==> src/rtl/pc_unit.sv <==
// Program-counter unit for the IF stage with stall support and a one-entry pending-redirect buffer.
// Optional trap vector with EPC capture is enabled by defining PC_TRAP_EN.
module pc_unit #(
  parameter int              PC_W      = 32,
  parameter int              STEP      = 4,
  parameter logic [PC_W-1:0] RESET_VEC = '0,
  parameter logic [PC_W-1:0] TRAP_VEC  = PC_W'(32'h0000_0080)
) (
  input  logic            clk_i,
  input  logic            rst_n,
  input  logic            pc_write_i,
  input  logic            jmp_take_i,
  input  logic [PC_W-1:0] jmp_target_i,
  input  logic            br_take_i,
  input  logic [PC_W-1:0] br_target_i,
  input  logic            trap_i,
  output logic [PC_W-1:0] pc_o,
  output logic [PC_W-1:0] pc_plus_o,
  output logic            flush_o,
  output logic            pend_o,
  output logic [PC_W-1:0] epc_o
);

  localparam logic [PC_W-1:0] STEP_V     = PC_W'(STEP);
  localparam logic [PC_W-1:0] ALIGN_MASK = ~(STEP_V - PC_W'(1));

  typedef enum logic [1:0] {
    IDLE,
    PEND_JMP,
    PEND_BR
  } pend_state_t;

  pend_state_t     state, state_nxt;
  logic [PC_W-1:0] pc_q, pc_nxt;
  logic [PC_W-1:0] pend_buf, buf_nxt;
  logic            flush_q, flush_nxt;
  logic            trap_req;
  logic [PC_W-1:0] jmp_tgt, br_tgt;

  assign jmp_tgt = jmp_target_i & ALIGN_MASK;
  assign br_tgt  = br_target_i & ALIGN_MASK;

`ifdef PC_TRAP_EN
  logic [PC_W-1:0] epc_q;

  assign trap_req = trap_i;
  assign epc_o    = epc_q;

  always_ff @(posedge clk_i or negedge rst_n) begin
    if (!rst_n) begin
      epc_q <= '0;
    end else if (trap_req) begin
      epc_q <= pc_q;
    end
  end
`else
  logic unused_trap;

  assign unused_trap = trap_i;
  assign trap_req    = 1'b0;
  assign epc_o       = '0;
`endif

  always_ff @(posedge clk_i or negedge rst_n) begin
    if (!rst_n) begin
      state    <= IDLE;
      pc_q     <= RESET_VEC;
      pend_buf <= '0;
      flush_q  <= 1'b0;
    end else begin
      state    <= state_nxt;
      pc_q     <= pc_nxt;
      pend_buf <= buf_nxt;
      flush_q  <= flush_nxt;
    end
  end

  // A branch is older than any jump in flight, so a buffered branch is never displaced by a jump.
  always_comb begin
    state_nxt = state;
    pc_nxt    = pc_q;
    buf_nxt   = pend_buf;
    flush_nxt = 1'b0;
    if (trap_req) begin
      pc_nxt    = TRAP_VEC & ALIGN_MASK;
      state_nxt = IDLE;
      flush_nxt = 1'b1;
    end else if (pc_write_i) begin
      state_nxt = IDLE;
      flush_nxt = 1'b1;
      if (br_take_i) begin
        pc_nxt = br_tgt;
      end else if (jmp_take_i) begin
        pc_nxt = jmp_tgt;
      end else if (state != IDLE) begin
        pc_nxt = pend_buf;
      end else begin
        pc_nxt    = pc_q + STEP_V;
        flush_nxt = 1'b0;
      end
    end else if (br_take_i) begin
      state_nxt = PEND_BR;
      buf_nxt   = br_tgt;
    end else if (jmp_take_i && state != PEND_BR) begin
      state_nxt = PEND_JMP;
      buf_nxt   = jmp_tgt;
    end
  end

  assign pc_o      = pc_q;
  assign pc_plus_o = pc_q + STEP_V;
  assign flush_o   = flush_q;
  assign pend_o    = (state != IDLE);

endmodule

==> config.mk <==
export PLATFORM = sky130hd
export DESIGN_NAME = pc_unit
export DESIGN_NICKNAME = d
export VERILOG_FILES = /design/src/rtl/pc_unit.sv
export SDC_FILE = /design/constraint.sdc
export NUM_CORES = 1
export LEC_CHECK = 0
export ABC_AREA = 1
export BUFFER_PORTS_ARGS = -buffer_cell sky130_fd_sc_hd__clkbuf_2
export CAP_MARGIN = 5
export CORE_MARGIN = 5
export CORE_UTILIZATION = 50
export DETAILED_ROUTE_END_ITERATION = 6
export PLACE_DENSITY = 0.93
export RECOVER_POWER = 50
export SKIP_LAST_GASP = 1
export SLEW_MARGIN = 20
export SYNTH_ARGS = -nofsm -noshare
export SYNTH_HDL_FRONTEND = slang
export SYNTH_SLANG_ARGS = --single-unit
==> constraint.sdc <==
create_clock -name clk_i -period 3.8 [get_ports clk_i]
set_clock_uncertainty 0.05 [all_clocks]
set_input_delay 0.76 -clock clk_i [delete_from_list [all_inputs] [get_ports clk_i]]
set_output_delay 0.76 -clock clk_i [all_outputs]
set_load 0.005 [all_outputs]
==> metrics <==
crit path buf inv count 1; layout cells sized above 1 0.193; GR Util met3 0.0361; Slowest-stage cell, CP dfrtp_1; Finished Cell Area 5280 µm²; pre-CTS WS 1170 ps; Initial DRT Pass Iterations 5; family with the most delay on the worst path simple AND/OR/NAND/NOR gates; clk root buf clkbuf_8; remaining global-route overflow 0; # port buffers 126; Post-DP Area 5140 µm²; share of Yosys cell area claimed by the top area cell type 0.346; synthesized instance count 696; Die Y 105 µm; failing checks max-capacitance violations, max-slew violations; Final min period 2690 ps; DR iter-0 viols 293; fin util 0.599; CTS Sinks 63; Synth area leader dfrtp_1; Leakage Power 2.82 nW; Warnings, synthesis 0; Total Routing Usage GR 0.225; fmax 0.372 GHz; Via density 5.16; routed vias 4763; most common cell in the synthesized netlist nand2_1; hold_buf cts 0; ys async rst share 1.00; Distinct cells, synth 31; Remaining DRCs 0; final layout net count 881; RSZ-0062 raised after global routing no; Max Cap Viol 1; slew at the pin closest to its max-slew limit 2270 ps; crit-path max FO 4; GR peak layer met2; DR WL/cell 13.8 µm; #FFs+latches synth 63; synthesis-to-layout area growth 15.9%; CP Class reg2out; Setup Viol. Count Final 0; CP endpoint kind output port; # rows 34; I/O pin cnt 168; CTS tree done; EDFF count, synth 0; VDD IR max 0.211 mV; crit path cell chain ha_1 > nand2_1 > nor2_4 > nand2_2 > nor2_1 > nand3_1 > nand2_1 > clkbuf_2; PD cells 367 nW/µm²; Synth area leaders dfrtp_1 (35%), nand2_1 (18%), a21oi_1 (8.9%), inv_1 (6.0%), buf_4 (5.9%); CTS buffer count 9; crit path DAT 1880 ps; Avg Cell Area, Syn 6.55 µm²; Cell Area, Synth 4560 µm²; Final Hold Vio Count 0; met1 global-route usage 0.284; Post-synth top flop dfrtp_1; startpoint types flop; post-CTS setup buffers 0; Slew Viols, Final 42; clock latency on the worst-skew pair 350 ps; most used cell, CP nand2_1; largest net degree at the start of global routing 60; fin crit share 0.707; initial antenna violation count 0; most frequent cells after synthesis nand2_1 (224), a21oi_1 (81), inv_1 (73); Slew headroom -0.515; hpwl dp 9.47 mm; final wirelength 12.8 mm; H-tree levels 3; register area share after synthesis 0.346; Worst Setup Slack, final 1110 ps; die area 11100 µm²; CP max stage delay 410 ps; cts repair resizes 0; Worst Path Required 2990 ps; status finished with violations; clock buffer depth 2; CTS clk-pin slew, worst paths 80 ps; placer congestion estimate 0.924; Antenna Nets Post-Route 0; met2 usage in global routing 0.388; Initial Util 0.517; vias in the first global route 4410; Fin Setup TNS 0 ps; Ant. Diodes 0; die span in x 105 µm; first-pass GRT wire length 20.7 mm; core box area 8810 µm²; Hold Path Class reg2reg
## state kept, by name (all words and copies together) (netlist names)
| signal | flops |
|---|---|
| pend_buf | 30 |
| state | 2 |
| pc_o | 30 |
| flush_o | 1 |
## routing by layer
metal | up-vias | part of all wire | wire (µm)
met2 | 231 | 0.49 | 6310
met5 | - | 0 | 0
met1 | 2155 | 0.41 | 5240
met4 | 0 | 0.020 | 260
met3 | 26 | 0.077 | 983
li1 | 2351 | - | -
## report_power, final
| part | internal (mW) | switching [mW] | total (mW) | leakage, nW |
|---|---|---|---|---|
| clock | 0.251 | 0.281 | 0.532 | 0.0918 |
| combinational | 0.204 | 0.362 | 0.566 | 1.98 |
| sequential | 0.759 | 0.0812 | 0.840 | 0.751 |
## cells by family after synthesis
family,after synthesis,synth area share
AO/OA/AOI/OAI,147,0.170
other,1,0.000823
AND/OR/NAND/NOR,336,0.319
buffers and inverters,142,0.150
XOR/XNOR,6,0.0115
flip-flops,63,0.346
adder cells (fa/ha/maj),1,0.00275
## tightest hold or removal path: cells and delay by family, from the launching register on
kind                   cells  cell delay, ps
flip-flops                 1             330
AO/OA/AOI/OAI              1             140
buffers and inverters      1              40
## final cells by class
| cell class | count | area [µm²] |
|---|---|---|
| Fill cell | 797 | 3530 |
| Multi-Input combinational cell | 526 | 2440 |
| Sequential cell | 63 | 1580 |
| Timing Repair Buffer | 134 | 672 |
| Inverter | 76 | 285 |
| Clock buffer | 10 | 138 |
| Tap cell | 108 | 135 |
| Clock inverter | 6 | 36.3 |
## metrics by stage
stage               cells  hold WS [ps]  total power, mW
finish                923           490             1.94
detailed placement    907           476             1.42
global route          923           507             2.06
CTS                   923           491             1.95
floorplan             731           414             1.20
global placement      907           459             1.40
## layout by cell type, fill, tap and decap left out, drive strengths merged
cell type / instances
a21oi: 87
a22oi: 5
a311oi: 1
a31oi: 1
buf: 7
clkbuf: 137
clkinv: 6
clkinvlp: 1
conb: 36
dfrtp: 63
ha: 1
inv: 75
nand2: 231
nand3: 29
nand3b: 2
nand4: 2
nor2: 71
nor3: 1
o21ai: 53
xor2: 6
## worst paths after layout
check	from	end	slack (ps)	cells past startpoint
min reg2reg	pend_buf[12]	pend_buf[12]	490	2
max in group asynchronous	rst_n	pend_buf[19]	1370	1
max reg2reg	state[0]	pc_o[2]	1660	7
min in group asynchronous	rst_n	pc_o[2]	1030	1
min	pend_buf[12]	pend_buf[12]	490	2
max	pc_o[3]	pc_plus_o[28]	1110	8
No activity file was read; power rests on OpenSTA's default activity.
